**src/rtl/mmio_master.sv**
```systemverilog
// MMIO bus initiator: one CPU load/store at a time, lane handling and load extension.
// Optional access timeout is compiled in with `define MMIO_MASTER_TIMEOUT_EN.
module mmio_master #(
    parameter int TIMEOUT_CYCLES = 255
) (
    input  logic        sys_clk,
    input  logic        rst_n,
    input  logic        cpu_req_valid,
    output logic        cpu_req_ready,
    input  logic        cpu_req_we,
    input  logic [1:0]  cpu_req_size,
    input  logic        cpu_req_unsigned,
    input  logic [31:0] cpu_req_addr,
    input  logic [31:0] cpu_req_wdata,
    output logic        cpu_resp_valid,
    output logic [31:0] cpu_resp_rdata,
    output logic        cpu_resp_err,
    output logic        mmio_read,
    output logic        mmio_write,
    output logic [31:0] mmio_addr,
    output logic [31:0] mmio_write_data,
    input  logic        mmio_read_done,
    input  logic        mmio_write_done,
    input  logic [31:0] mmio_read_data
);

    typedef enum logic [1:0] {IDLE, READ, WRITE, RESP} state_t;

    state_t      state, state_next;
    logic [31:0] addr_q;
    logic [1:0]  size_q;
    logic        unsigned_q;
    logic [31:0] wdata_q;
    logic [31:0] resp_rdata_q, resp_rdata_next;
    logic        resp_err_q, resp_err_next;
    logic        req_err;
    logic        timeout_hit;
    logic [7:0]  byte_lane;
    logic [15:0] half_lane;
    logic [31:0] load_data;
    logic [31:0] lane_wdata;

    // NOTE: every always_comb output gets a default first so no path can infer a latch.
    always_comb begin
        req_err = 1'b0;
        case (cpu_req_size)
            2'b00:   req_err = 1'b0;
            2'b01:   req_err = cpu_req_addr[0];
            2'b10:   req_err = |cpu_req_addr[1:0];
            default: req_err = 1'b1;
        endcase
    end

    // Store data is replicated across every lane the access could hit.
    always_comb begin
        lane_wdata = cpu_req_wdata;
        case (cpu_req_size)
            2'b00:   lane_wdata = {4{cpu_req_wdata[7:0]}};
            2'b01:   lane_wdata = {2{cpu_req_wdata[15:0]}};
            default: lane_wdata = cpu_req_wdata;
        endcase
    end

    always_comb begin
        byte_lane = mmio_read_data[7:0];
        case (addr_q[1:0])
            2'b00:   byte_lane = mmio_read_data[7:0];
            2'b01:   byte_lane = mmio_read_data[15:8];
            2'b10:   byte_lane = mmio_read_data[23:16];
            default: byte_lane = mmio_read_data[31:24];
        endcase
        half_lane = addr_q[1] ? mmio_read_data[31:16] : mmio_read_data[15:0];
        load_data = mmio_read_data;
        case (size_q)
            2'b00:   load_data = unsigned_q ? {24'd0, byte_lane}
                                            : {{24{byte_lane[7]}}, byte_lane};
            2'b01:   load_data = unsigned_q ? {16'd0, half_lane}
                                            : {{16{half_lane[15]}}, half_lane};
            default: load_data = mmio_read_data;
        endcase
    end

`ifdef MMIO_MASTER_TIMEOUT_EN
    localparam logic [15:0] TIMEOUT_LIMIT = 16'(TIMEOUT_CYCLES);
    logic [15:0] wait_cnt;

    // The cycle holding count LIMIT-1 is the last one the request stays up.
    assign timeout_hit = ((wait_cnt + 16'd1) == TIMEOUT_LIMIT);

    always_ff @(posedge sys_clk) begin
        if (!rst_n || state == IDLE) begin
            wait_cnt <= 16'd0;
        end else if (state == READ || state == WRITE) begin
            wait_cnt <= wait_cnt + 16'd1;
        end
    end
`else
    assign timeout_hit = 1'b0;
`endif

    always_comb begin
        state_next      = state;
        resp_rdata_next = 32'd0;
        resp_err_next   = 1'b0;
        case (state)
            IDLE: begin
                if (cpu_req_valid) begin
                    if (req_err) begin
                        state_next    = RESP;
                        resp_err_next = 1'b1;
                    end else begin
                        state_next = cpu_req_we ? WRITE : READ;
                    end
                end
            end
            READ: begin
                if (mmio_read_done) begin
                    state_next      = RESP;
                    resp_rdata_next = load_data;
                end else if (timeout_hit) begin
                    state_next    = RESP;
                    resp_err_next = 1'b1;
                end
            end
            WRITE: begin
                if (mmio_write_done) begin
                    state_next = RESP;
                end else if (timeout_hit) begin
                    state_next    = RESP;
                    resp_err_next = 1'b1;
                end
            end
            default: state_next = IDLE;
        endcase
    end

    // NOTE: sequential state uses non-blocking assignments so all registers update together.
    always_ff @(posedge sys_clk) begin
        if (!rst_n) begin
            state        <= IDLE;
            addr_q       <= 32'd0;
            size_q       <= 2'b00;
            unsigned_q   <= 1'b0;
            wdata_q      <= 32'd0;
            resp_rdata_q <= 32'd0;
            resp_err_q   <= 1'b0;
        end else begin
            state        <= state_next;
            resp_rdata_q <= resp_rdata_next;
            resp_err_q   <= resp_err_next;
            if (state == IDLE && cpu_req_valid) begin
                addr_q     <= cpu_req_addr;
                size_q     <= cpu_req_size;
                unsigned_q <= cpu_req_unsigned;
                wdata_q    <= lane_wdata;
            end
        end
    end

    assign cpu_req_ready   = (state == IDLE) && rst_n;
    assign cpu_resp_valid  = (state == RESP);
    assign cpu_resp_rdata  = resp_rdata_q;
    assign cpu_resp_err    = resp_err_q;
    assign mmio_read       = (state == READ);
    assign mmio_write      = (state == WRITE);
    assign mmio_addr       = addr_q;
    assign mmio_write_data = wdata_q;

endmodule

```
**config.mk**
```make
export PLATFORM = sky130hd
export DESIGN_NAME = mmio_master
export DESIGN_NICKNAME = d
export VERILOG_FILES = /design/src/rtl/mmio_master.sv
export SDC_FILE = /design/constraint.sdc
export NUM_CORES = 1
export LEC_CHECK = 0
export CAP_MARGIN = 20
export CORE_MARGIN = 8
export CORE_UTILIZATION = 41
export DETAILED_ROUTE_END_ITERATION = 8
export GPL_TIMING_DRIVEN = 0
export PLACE_DENSITY = 0.83
export SYNTH_ARGS = -nofsm -noshare
export SYNTH_HDL_FRONTEND = slang
export SYNTH_SLANG_ARGS = --single-unit
```
**constraint.sdc**
```tcl
create_clock -name sys_clk -period 1.89 [get_ports sys_clk]
set_input_delay 0.2835 -clock sys_clk [delete_from_list [all_inputs] [get_ports sys_clk]]
set_output_delay 0.2835 -clock sys_clk [all_outputs]
set_load 0.1 [all_outputs]
```
; Yosys cells after proc, flatten, opt, wreduce, memory -nomap -nowiden
; Index checks and enable logic that the tools add are counted.
[word_totals]
reg_bits = 102
input_bits = 105
[op_classes]
n_eq_ne = 11
n_mux = 14
reduce_logical = 10
[ops]
columns = op, count
row1 = $pmux 32 s2, 2
row2 = $mux 32, 2
row3 = $pmux 8 s3, 1
row4 = $mux 16, 1
row5 = $mux 2, 5
row6 = $reduce_and 3->1, 3
row7 = $eq 2x1->1 const B, 4
row8 = $eq 2x2->1 const B, 4
row9 = $logic_not 2->1, 4
row10 = $pmux 2 s3, 1
row11 = $ne 2x1->1 const B, 2
row12 = $pmux 1 s3, 1
row13 = $logic_and 1x1->1, 2
row14 = $ne 2x2->1 const B, 1
row15 = $reduce_or 2->1, 1
row16 = $mux 1, 1

; Logic depth before layout (Yosys ltp)
; Gate-level depths: netlist of run 1.
[depth]
ltp_word = 5
mapped_depth = 7

; Least setup slack after synthesis of run 1
; Ideal clock, no wire load.
[synth_path]
path_kind = register to register
start = register addr_q[1], in the netlist mmio_addr[1]
end = register resp_rdata_q[20], in the netlist cpu_resp_rdata[20]
arrival_time_ns = 2.173
t_required_ns = 1.749
slack_ns = -0.424
stages_incl_launch_ff = 7
n_path_buf = 2
synth_period_minus_slack_ns = 2.314
cell_sequence = dfxtp_1 -> buf_4 -> mux2i_1 -> o22ai_4 -> o21ai_2 -> buf_6 -> a21oi_2
[synth_via]
elab_chain_cells = 4
elab_cells_between_ends = 8
[synth_lines]
columns = element, line
row1 = "start, declared", 30  ; logic [31:0] addr_q;
row2 = "start signal, assigned", 152  ; addr_q <= cpu_req_addr;
row3 = "$eq 2x2->1, or another cell as far along", 66  ; case (addr_q[1:0])
row4 = $pmux 8 s3, 66
row5 = $mux 32, 75  ; 2'b00: load_data = unsigned_q ? {24'd0, byte_lane}
row6 = $pmux 32 s2 (*), 74  ; case (size_q)
row7 = "end signal, assigned", 149  ; resp_rdata_q <= resp_rdata_next;
row8 = "end, declared", 34  ; logic [31:0] resp_rdata_q, resp_rdata_next;
; Mark *: on every way between the ends. The rest lies on a longest branch, timed or not.
; A chain may end at the register's enable or synchronous reset.

; Worst setup path in the final report of run 1
[layout_path]
start = register resp_rdata_q[10], in the netlist cpu_resp_rdata[10]
end = output cpu_resp_rdata[10]
[layout_lines]
columns = element, line
row1 = "end, declared", 16  ; output logic [31:0] cpu_resp_rdata,
; No word-level cell between the ends.

==> qor.log, run 1 <==
[outcome] outcome completed
[final_layout] most used cells in the layout excluding fill and tap cells sky130_fd_sc_hd__nand2_1, sky130_fd_sc_hd__clkdlybuf4s50_1, sky130_fd_sc_hd__dfxtp_1
[critical_path] Worst Path Buf+Inv 1
[cts] clock-pin transition on the worst setup and hold timing paths 0.10 ns
[cts] insertion delay to the later sink of the worst-skew pair 0.36 ns
[critical_path] data required time of the worst path 1.61 ns
[placement] routability congestion estimate 0.869
[final_layout] layout overhead on the synthesized area 50.4%
[yosys] area share of the leading cell type in the synthesized netlist 46.1%
[yosys] instance count of the mapped netlist 516
[cts] number of buffers added to fix hold violations after cts 0
[grt] via count of the first global-routing pass 4,604
[final_layout] number of antenna cells inserted 0
[placement] number of buffers added on ports 203
[sta] period utilisation layout 98.1%
[grt] largest net degree at the start of global routing 18
[critical_path] CP endpoint kind primary output
[floorplanning] core area 10,700 µm²
[run] max-cap viol count 0
[cts] count of clock tree sinks 102
[cts] number of clock buffers inserted by TritonCTS 9
[power_and_ir_drop] areal power density over the cells 1320 nW/µm²
[floorplanning] area of the die 14,400 µm²
[sta] post-route setup TNS 0 ns
[route] total number of vias 4,516
[final_layout] # nets final 839
[critical_path] Critical Setup Path Class flip-flop to primary output
[final_layout] post-route cell area 6660 µm²
[min_path] worst hold path type primary input to flip-flop
[final_layout] core utilization of the finished layout 62.2%
[yosys] cell types with the largest area share after synthesis sky130_fd_sc_hd__dfxtp_1, sky130_fd_sc_hd__nand2_1, sky130_fd_sc_hd__a21boi_0
[power_and_ir_drop] peak ir drop on the vdd network 0.962 mV
[placement] half-perimeter wire length after placement 12,300 µm
[floorplanning] Std-Cell Rows 38
[route] total detailed-routing wirelength 15,400 µm
[placement] Setup Slack @ Placement -0.849 ns
[critical_path] critical path peak fanout 1
[cts] cell at the root of the clock tree sky130_fd_sc_hd__clkbuf_8
[power_and_ir_drop] static leakage power 2.92 nW
[cts] count of H-tree levels built during CTS 3
[yosys] sequential element share of the synthesized area 46.1%
[yosys] post-synthesis register bit count 102
[sta] final hold violations 0
[grt] wire length of the first global-routing pass 24,400 µm
[sta] relative slew slack 34.6%
[route] remaining antenna violation count after routing 0
[route] first drt pass iteration count 7
[floorplanning] initial core utilization 41.4%
[floorplanning] number of ports placed on the die boundary 206
[placement] total placed instance area 6640 µm²
[sta] maximum clock rate 539 MHz
[critical_path] delay of the slowest cell on the worst path 0.86 ns
[sta] min Tclk post-route 1.85 ns
[sta] setup skew after layout 0.00742 ns
[yosys] cell taking the most area after synthesis sky130_fd_sc_hd__dfxtp_1
[route] number of DRC violations after detailed-routing iteration 0 317
[floorplanning] Die Y 120 µm
[yosys] number of distinct library cell variants in the gate-level netlist after synthesis 37
[yosys] warnings from Yosys 0
[grt] antenna violations before repair 0
[grt] overall overflow remaining after global route 0
[yosys] post-synthesis cell area 4430 µm²
[grt] total routing resource utilization after global routing 21.1%
[critical_path] Worst Path Arrival 1.57 ns
[cts] maximum clock insertion buffer count 2
[critical_path] launching element type of the critical path flip-flop
[critical_path] category of cells accounting for the largest share of critical-path delay buffers and inverters
[final_layout] fraction of final layout cells with drive strength greater than 1 13.3%
[sta] unrepaired setup endpoints after global routing no
[yosys] Net Count, Synth 625
[final_layout] most common cell after layout, fill and taps aside sky130_fd_sc_hd__nand2_1
[route] post-DR wirelength/cell 17.6 µm
[cts] TritonCTS clock tree built
[sta] final setup violation count 0
[yosys] mean post-synth cell area 8.58 µm²
[floorplanning] Die Wd 120 µm
[route] number of remaining DRC errors 0
[route] post-DR vias/cell 5.16
[sta] slew at the pin closest to its max-slew limit 0.985 ns
[sta] worst setup margin 0.0361 ns
[critical_path] ordered cell list for the critical path dlygate4sd2_1
[sta] total count of max-transition violations in the final report 0
[critical_path] slowest cell on the critical path sky130_fd_sc_hd__dlygate4sd2_1
[sequential cells by signal (all words and copies together) (netlist names)]
signal	count
cpu_resp_rdata	32
mmio_addr	32
mmio_write_data	32
size_q	2
state	2
cpu_resp_err	1
unsigned_q	1
[per-layer routing]
metal  vias up  global-route usage, %  share of wire (%)
met5         -                      0                  0
met4         0                   8.98                2.7
met2       247                   35.0                 47
met3        30                   8.50                 12
li1       2186                      -                  -
met1      2053                   23.6                 38
[cell families after synthesis]
group	share of synthesized area (%)
simple gates	17.7
compound gates	25.9
flops	46.1
buf+inv	4.89
mux	4.30
fa+ha+maj	1.13
[final timing paths]
| check | from | end | slack (ns) | cells after the start |
|---|---|---|---|---|
| setup / recovery | cpu_resp_rdata[10] | cpu_resp_rdata[10] | 0.04 | 1 |
| hold / removal | rst_n | state[1] | 0.39 | 2 |
| setup reg to reg | mmio_addr[1] | cpu_resp_rdata[7] | 0.10 | 6 |
| hold reg to reg | mmio_write_data[6] | mmio_write_data[6] | 0.47 | 2 |
[final cells by class]
type | instances | area, µm²
buffer | 43 | 219
fill | 981 | 4040
tap | 140 | 175
multi-input combinational | 366 | 2180
clock buffer | 11 | 153
sequential | 102 | 2050
inverter | 5 | 18.8
clock inverter | 5 | 40.0
timing repair buffer | 203 | 1820
[worst register-to-register path, delay by kind of cell, from the launching register on]
kind	cells	cell delay (ns)
buf+inv	3	0.71
simple gates	1	0.07
compound gates	2	0.53
flops	1	0.35
[through the flow]
stage	cells	total power, W	hold WS [ns]
finish	875	0.00876	0.387
global route	875	0.00919	0.403
CTS	875	0.00881	0.386
detailed placement	859	0.00765	0.458
global placement	859	0.00755	0.450
floorplan	516	0.00632	0.417
[Yosys cell counts (all sizes together)]
| cell | count |
|---|---|
| or3b | 2 |
| a22o | 3 |
| a32o | 2 |
| o221a | 6 |
| nor2 | 12 |
| a221oi | 1 |
| nor2b | 9 |
| nand2b | 1 |
| buf | 15 |
| and2 | 2 |
| o211a | 16 |
| a21boi | 51 |
| a22oi | 14 |
| nor4b | 1 |
| a21o | 6 |
| clkinv | 1 |
| nor3 | 1 |
| o22a | 1 |
| clkbuf | 28 |
| ha | 4 |
| and3 | 1 |
| o221ai | 1 |
| mux2i | 19 |
| nand3 | 9 |
| or3 | 2 |
| a21oi | 32 |
| o22ai | 1 |
| dfxtp | 102 |
| nand2 | 151 |
| o21ai | 18 |
| inv | 4 |
[report_power, final]
part / total [W] / internal (W) / switching, W
Clock: 0.00134 / 0.000567 / 0.000775
Combinational: 0.00476 / 0.00110 / 0.00365
Sequential: 0.00266 / 0.00248 / 0.000180
[what timing repair did]
action,4_1_cts,5_1_grt
setup buffers,0,0
cloned,0,0
hold endpoints to repair,0,0
endpoints found under the setup margin,130,124
resized for setup,147,88
(Power assumes the default switching activity.)
==> run 2, diff against run 1 <==
--- a/config.mk
+++ b/config.mk
@@ -6,9 +6,9 @@
 export NUM_CORES = 1
 export LEC_CHECK = 0
 export CAP_MARGIN = 20
-export CORE_MARGIN = 8
 export CORE_UTILIZATION = 41
 export DETAILED_ROUTE_END_ITERATION = 8
+export GPL_ROUTABILITY_DRIVEN = 0
 export GPL_TIMING_DRIVEN = 0
 export PLACE_DENSITY = 0.83
 export SYNTH_ARGS = -nofsm -noshare
==> run 2 against run 1 <==
Compared with the run above:
- global-route usage increased by 4.2 points
- setup slack got worse by 0.0083 ns
- flip-flop and latch count stayed put
- sequential share of layout area shrank 0.47 points
- power grew 1.0%
- cell area increased by 1.6%
- die area shrank 22%
- wire length down 8.7%
- register-to-register slack better by 0.04 ns
- clock skew rose by 0.0039 ns
- sequential power about the same
- non-clock buffer count unchanged
- largest power group unchanged
- highest routed layer unchanged
==> qor.log, run 2 (synthesis results as in run 1) <==
[critical_path] launching element type of the critical path flip-flop [unchanged]
[floorplanning] Die Y 106 µm [was 120 µm]
[cts] maximum clock insertion buffer count 2 [unchanged]
[sta] relative slew slack 33.3% [was 34.6%]
[sta] final hold violations 0 [unchanged]
[floorplanning] core area 10,400 µm² [was 10,700 µm²]
[critical_path] ordered cell list for the critical path dlygate4sd2_1 [unchanged]
[power_and_ir_drop] net load switching power 0.00456 W [was 0.00461 W]
[cts] TritonCTS clock tree built [unchanged]
[sta] final setup violation count 0 [unchanged]
[floorplanning] Die Wd 106 µm [was 120 µm]
[critical_path] data required time of the worst path 1.61 ns [about the same]
[sta] slew at the pin closest to its max-slew limit 1.00 ns [was 0.985 ns]
[sta] total count of max-transition violations in the final report 0 [unchanged]
[route] number of remaining DRC errors 0 [unchanged]
[power_and_ir_drop] Switching Share 51.5% [was 52.6%]
[critical_path] category of cells accounting for the largest share of critical-path delay buffers and inverters [unchanged]
[route] total number of vias 4,530 [was 4,516]
[power_and_ir_drop] static leakage power 2.96 nW [was 2.92 nW]
[min_path] worst hold path type primary input to flip-flop [unchanged]
[cts] count of clock tree sinks 102 [unchanged]
[cts] number of buffers added to fix hold violations after cts 0 [unchanged]
[placement] number of buffers added on ports 203 [unchanged]
[cts] number of clock buffers inserted by TritonCTS 9 [unchanged]
[run] max-cap viol count 0 [unchanged]
[critical_path] slowest cell on the critical path sky130_fd_sc_hd__dlygate4sd2_1 [unchanged]
[sta] period utilisation layout 98.5% [was 98.1%]
[cts] count of H-tree levels built during CTS 3 [unchanged]
[grt] wire length of the first global-routing pass 22,100 µm [was 24,400 µm]
[power_and_ir_drop] Pint 0.00429 W [was 0.00415 W]
[cts] cell at the root of the clock tree sky130_fd_sc_hd__clkbuf_8 [unchanged]
[critical_path] Worst Path Arrival 1.58 ns [was 1.57 ns]
[final_layout] fraction of final layout cells with drive strength greater than 1 10.3% [was 13.3%]
[final_layout] number of antenna cells inserted 0 [unchanged]
[grt] largest net degree at the start of global routing 17 [was 18]
[sta] min Tclk post-route 1.86 ns [was 1.85 ns]
[critical_path] CP endpoint kind primary output [unchanged]
[critical_path] worst reg2reg path startpoint mmio_addr[1] [unchanged]
[critical_path] Critical Setup Path Class flip-flop to primary output [unchanged]
[sta] unrepaired setup endpoints after global routing no [unchanged]
[min_path] hold path startpoint cpu_req_size[1] [was rst_n]
[route] total detailed-routing wirelength 14,100 µm [was 15,400 µm]
[grt] total routing resource utilization after global routing 25.3% [was 21.1%]
[floorplanning] initial core utilization 42.5% [was 41.4%]
[cts] insertion delay to the later sink of the worst-skew pair 0.37 ns [was 0.36 ns]
[critical_path] critical path peak fanout 1 [unchanged]
[floorplanning] number of ports placed on the die boundary 206 [unchanged]
[route] remaining antenna violation count after routing 0 [unchanged]
[final_layout] layout overhead on the synthesized area 52.7% [was 50.4%]
[floorplanning] Std-Cell Rows 37 [was 38]
[power_and_ir_drop] areal power density over the cells 1310 nW/µm² [was 1320 nW/µm²]
[floorplanning] area of the die 11,200 µm² [was 14,400 µm²]
[min_path] end point of the worst hold path mmio_write_data[17] [was state[1]]
[grt] via count of the first global-routing pass 4,427 [was 4,604]
[power_and_ir_drop] peak ir drop on the vdd network 0.856 mV [was 0.962 mV]
[sta] setup skew after layout 0.0114 ns [was 0.00742 ns]
[final_layout] core utilization of the finished layout 64.9% [was 62.2%]
[route] number of DRC violations after detailed-routing iteration 0 178 [was 317]
[cts] clock-pin transition on the worst setup and hold timing paths 0.10 ns [about the same]
[route] first drt pass iteration count 5 [was 7]
[route] post-DR wirelength/cell 16.2 µm [was 17.6 µm]
[sta] maximum clock rate 537 MHz [was 539 MHz]
[critical_path] path depth of the worst reg2reg path 6 [unchanged]
[outcome] outcome completed [unchanged]
[power_and_ir_drop] share of power burned in combinational logic 53.8% [was 54.3%]
[placement] half-perimeter wire length after placement 11,000 µm [was 12,300 µm]
[grt] antenna violations before repair 0 [unchanged]
[grt] overall overflow remaining after global route 0 [unchanged]
[min_path] Hold Path Stages 4 [was 2]
[final_layout] # nets final 839 [unchanged]
[critical_path] endpoint of the worst-slack reg-to-reg timing path cpu_resp_rdata[7] [unchanged]
[final_layout] most used cells in the layout excluding fill and tap cells sky130_fd_sc_hd__nand2_1, sky130_fd_sc_hd__clkdlybuf4s50_1, sky130_fd_sc_hd__dfxtp_1 [unchanged]
[critical_path] setup slack of the most critical reg-to-reg path 0.14 ns [was 0.10 ns]
[critical_path] Worst Path Buf+Inv 1 [unchanged]
[critical_path] delay of the slowest cell on the worst path 0.86 ns [about the same]
[power_and_ir_drop] proportion of power drawn by flip-flops and latches 29.9% [was 30.4%]
[sta] worst hold slack 0.446 ns [was 0.387 ns]
[route] post-DR vias/cell 5.20 [was 5.16]
[final_layout] most common cell after layout, fill and taps aside sky130_fd_sc_hd__nand2_1 [unchanged]
[power_and_ir_drop] share of total power in the clock network 16.2% [was 15.3%]
run 2: cell count changes in the layout (fill, tap and decap cells not counted), moves of 2 or more:
cell,change
sky130_fd_sc_hd__dlygate4sd2_1,+10
sky130_fd_sc_hd__clkinvlp_4,-2
sky130_fd_sc_hd__clkdlybuf4s15_1,+12
sky130_fd_sc_hd__clkinv_2,+2
sky130_fd_sc_hd__clkbuf_2,-19
sky130_fd_sc_hd__clkbuf_8,+2
sky130_fd_sc_hd__buf_2,-3
run 2: timing repair:
action	in CTS	in global routing
buffers inserted	0	0
cloned	0	0
resized for setup	128	72
hold endpoints to repair	0	0
endpoints found under the setup margin	102	103
run 2: cell type report:
cell class / count / area [µm²]
timing repair buffer: 203 / 1920
clock buffer: 11 / 151
sequential: 102 / 2050
multi-input combinational: 366 / 2180
buffer: 43 / 215
inverter: 5 / 22.5
tap: 136 / 170
fill: 907 / 3660
clock inverter: 5 / 55.1
run 2: worst max path at each step:
stage                                    from             endpoint  cells after the start
after floorplan                      state[0]             state[0]                      6
after global placement                  rst_n        cpu_req_ready                      4
after detailed placement                rst_n        cpu_req_ready                      4
after CTS                 mmio_write_data[13]  mmio_write_data[13]                      1
after global routing            mmio_addr[13]        mmio_addr[13]                      1
final                       cpu_resp_rdata[7]    cpu_resp_rdata[7]                      1
run 2: power groups by stage:
stage	registers [W]	clock network [W]	logic, W
final	0.00265	0.00144	0.00476
after global routing	0.00268	0.00155	0.00500
after CTS	0.00264	0.00146	0.00473
after detailed placement	0.00270	0	0.00491
after global placement	0.00268	0	0.00483
after floorplan	0.00477	0	0.00154
run 2: metal layers:
metal | GRT usage, % | vias up | share of wire (%)
li1 | - | 2194 | -
met5 | 0 | - | 0
met1 | 29.0 | 2094 | 40
met3 | 7.36 | 37 | 8.7
met4 | 12.1 | 0 | 3.4
met2 | 43.2 | 205 | 48
run 2: stage by stage:
stage	total power (W)	TNS [ns]	worst slack [ns]	cells	instance area, µm²
after floorplan	0.00632	0	0.0151	516	4430
after global placement	0.00751	-2.57	-0.790	855	6640
after detailed placement	0.00761	-4.20	-0.838	855	6640
after CTS	0.00883	0	0.000169	871	6740
after global routing	0.00924	0	0.00000644	871	6760
final	0.00884	0	0.0277	871	6760
==> run 3, diff against run 2 <==
--- a/config.mk
+++ b/config.mk
@@ -14,3 +14,4 @@
 export SYNTH_ARGS = -nofsm -noshare
 export SYNTH_HDL_FRONTEND = slang
 export SYNTH_SLANG_ARGS = --single-unit
+export TNS_END_PERCENT = 20
==> run 3 against run 2 <==
Compared with the run above:
- combinational power is essentially flat
- critical path depth is the same
- count of clock-buffer cells in the layout is the same
- critical endpoint unchanged
- highest routed layer unchanged
- via count grew 0.13%
==> qor.log, run 3 (synthesis results as in run 1) <==
[cts] insertion delay to the later sink of the worst-skew pair 0.37 ns [about the same]
[critical_path] critical path startpoint cpu_resp_rdata[7] [unchanged]
[critical_path] cell depth of the worst setup path 1 [unchanged]
[critical_path] Critical Setup Path Class flip-flop to primary output [unchanged]
[floorplanning] core area 10,400 µm² [unchanged]
[floorplanning] area of the die 11,200 µm² [unchanged]
[critical_path] CP endpoint kind primary output [unchanged]
[cts] count of clock tree sinks 102 [unchanged]
[power_and_ir_drop] peak ir drop on the vdd network 0.856 mV [about the same]
[critical_path] critical path peak fanout 1 [unchanged]
[final_layout] Filler Cells Inserted 908 [was 907]
[floorplanning] Die Y 106 µm [unchanged]
[final_layout] fraction of final layout cells with drive strength greater than 1 10.2% [was 10.3%]
[cts] cell at the root of the clock tree sky130_fd_sc_hd__clkbuf_8 [unchanged]
[floorplanning] Std-Cell Rows 37 [unchanged]
[cts] number of clock buffers inserted by TritonCTS 9 [unchanged]
[critical_path] delay of the slowest cell on the worst path 0.86 ns [about the same]
[cts] count of H-tree levels built during CTS 3 [unchanged]
[sta] setup skew after layout 0.0115 ns [was 0.0114 ns]
[grt] via count of the first global-routing pass 4,427 [unchanged]
[final_layout] core utilization of the finished layout 64.9% [about the same]
[grt] antenna violations before repair 0 [unchanged]
[grt] overall overflow remaining after global route 0 [unchanged]
[floorplanning] number of ports placed on the die boundary 206 [unchanged]
[critical_path] path depth of the worst reg2reg path 6 [unchanged]
[cts] Post-CTS Setup Bufs 0 [unchanged]
[floorplanning] initial core utilization 42.5% [unchanged]
[grt] total routing resource utilization after global routing 25.3% [unchanged]
[final_layout] most common cell after layout, fill and taps aside sky130_fd_sc_hd__nand2_1 [unchanged]
[route] number of DRC violations after detailed-routing iteration 0 181 [was 178]
[grt] largest net degree at the start of global routing 17 [unchanged]
[sta] maximum clock rate 537 MHz [about the same]
[min_path] worst hold path type primary input to flip-flop [unchanged]
[final_layout] number of antenna cells inserted 0 [unchanged]
[power_and_ir_drop] static leakage power 2.96 nW [about the same]
[critical_path] ordered cell list for the critical path dlygate4sd2_1 [unchanged]
[placement] number of buffers added on ports 203 [unchanged]
[sta] slew at the pin closest to its max-slew limit 1.00 ns [unchanged]
[sta] relative slew slack 33.3% [unchanged]
[final_layout] register area 2050 µm² [unchanged]
[placement] Placed Cells incl. Taps 855 [unchanged]
[route] remaining antenna violation count after routing 0 [unchanged]
[final_layout] most used cells in the layout excluding fill and tap cells sky130_fd_sc_hd__nand2_1, sky130_fd_sc_hd__clkdlybuf4s50_1, sky130_fd_sc_hd__dfxtp_1 [unchanged]
[route] number of remaining DRC errors 0 [unchanged]
[sta] unrepaired setup endpoints after global routing yes [was no]
[cts] clock-pin transition on the worst setup and hold timing paths 0.10 ns [about the same]
[route] post-DR wirelength/cell 16.2 µm [about the same]
[floorplanning] Die Wd 106 µm [unchanged]
[final_layout] area of combinational cells with multiple inputs 2180 µm² [unchanged]
[final_layout] # nets final 839 [unchanged]
[critical_path] worst reg2reg path startpoint mmio_addr[1] [unchanged]
[grt] wire length of the first global-routing pass 22,100 µm [unchanged]
[final_layout] layout overhead on the synthesized area 52.7% [about the same]
[critical_path] setup slack of the most critical reg-to-reg path 0.14 ns [about the same]
[outcome] outcome completed [unchanged]
[sta] min Tclk post-route 1.86 ns [about the same]
[route] total detailed-routing wirelength 14,100 µm [about the same]
[critical_path] Worst Path Buf+Inv 1 [unchanged]
[final_layout] non-filler cells in the finished layout 871 [unchanged]
[run] max-cap viol count 0 [unchanged]
[route] post-DR vias/cell 5.21 [was 5.20]
[critical_path] category of cells accounting for the largest share of critical-path delay buffers and inverters [unchanged]
[critical_path] launching element type of the critical path flip-flop [unchanged]
[cts] TritonCTS clock tree built [unchanged]
[route] first drt pass iteration count 5 [unchanged]
[power_and_ir_drop] areal power density over the cells 1310 nW/µm² [about the same]
[placement] half-perimeter wire length after placement 11,000 µm [unchanged]
[sta] final hold violations 0 [unchanged]
[route] total number of vias 4,536 [was 4,530]
[critical_path] Worst Path Arrival 1.58 ns [about the same]
[power_and_ir_drop] total power after layout 0.00884 W [about the same]
[critical_path] Critical Path End cpu_resp_rdata[7] [unchanged]
[sta] final setup violation count 0 [unchanged]
[sta] total count of max-transition violations in the final report 0 [unchanged]
[cts] number of buffers added to fix hold violations after cts 0 [unchanged]
[critical_path] data required time of the worst path 1.61 ns [about the same]
[critical_path] slowest cell on the critical path sky130_fd_sc_hd__dlygate4sd2_1 [unchanged]
[sta] period utilisation layout 98.5% [about the same]
[critical_path] endpoint of the worst-slack reg-to-reg timing path cpu_resp_rdata[7] [unchanged]
[cts] maximum clock insertion buffer count 2 [unchanged]
run 3: cell type report:
type	instances	share of cell area [%]
multi-input cells	366	32.2
flip-flops and latches	102	30.3
repair buffers	203	28.4
plain buffers	43	3.17
well taps	136	2.52
clock buffers	11	2.24
clock inverters	5	0.815
inverters	5	0.333
run 3: where the power goes:
| part | internal, W | total, W | switching [W] |
|---|---|---|---|
| registers | 0.00248 | 0.00265 | 0.000167 |
| clock network | 0.000686 | 0.00144 | 0.000749 |
| logic | 0.00112 | 0.00476 | 0.00364 |
run 3: metrics by stage:
stage	instance area [µm²]	setup WS, ns	TNS [ns]	hold WS (ns)
2_1_floorplan	4430	0.0151	0	0.417
3_3_place_gp	6640	-0.790	-2.57	0.450
3_5_place_dp	6640	-0.838	-4.20	0.456
6_report	6760	0.0280	0	0.446
5_1_grt	6760	-0.0193	-0.0193	0.438
4_1_cts	6740	0.000169	0	0.422
run 3: how the worst min path moves through the flow:
stage / cells after the start / to / slack, ns / from
detailed placement: 2 / mmio_write_data[25] / 0.46 / mmio_write_data[25]
finish: 4 / mmio_write_data[17] / 0.45 / cpu_req_size[1]
floorplan: 2 / mmio_addr[1] / 0.42 / cpu_req_addr[1]
CTS: 4 / mmio_write_data[17] / 0.42 / cpu_req_size[1]
global placement: 2 / mmio_write_data[1] / 0.45 / mmio_write_data[1]
global route: 4 / mmio_write_data[18] / 0.44 / cpu_req_size[1]
run 3: worst min-delay path, cell delays in order:
cell                      delay, ns
sky130_fd_sc_hd__buf_2         0.17
sky130_fd_sc_hd__mux2i_1       0.14
sky130_fd_sc_hd__nand2_1       0.06
sky130_fd_sc_hd__o211a_1       0.13
run 3: per-layer routing:
metal	part of all wire [%]	track usage [%]	wire length (µm)
met3	9.1	7.36	1280
met2	48	43.2	6750
met4	3.4	12.1	481
met1	40	29.0	5570
met5	0	0	0
run 3: repair_timing:
item | in CTS | in global routing
gates cloned | 0 | 0
endpoints found under the setup margin | 102 | 103
resized for setup | 128 | 70
pin swaps | 0 | 0
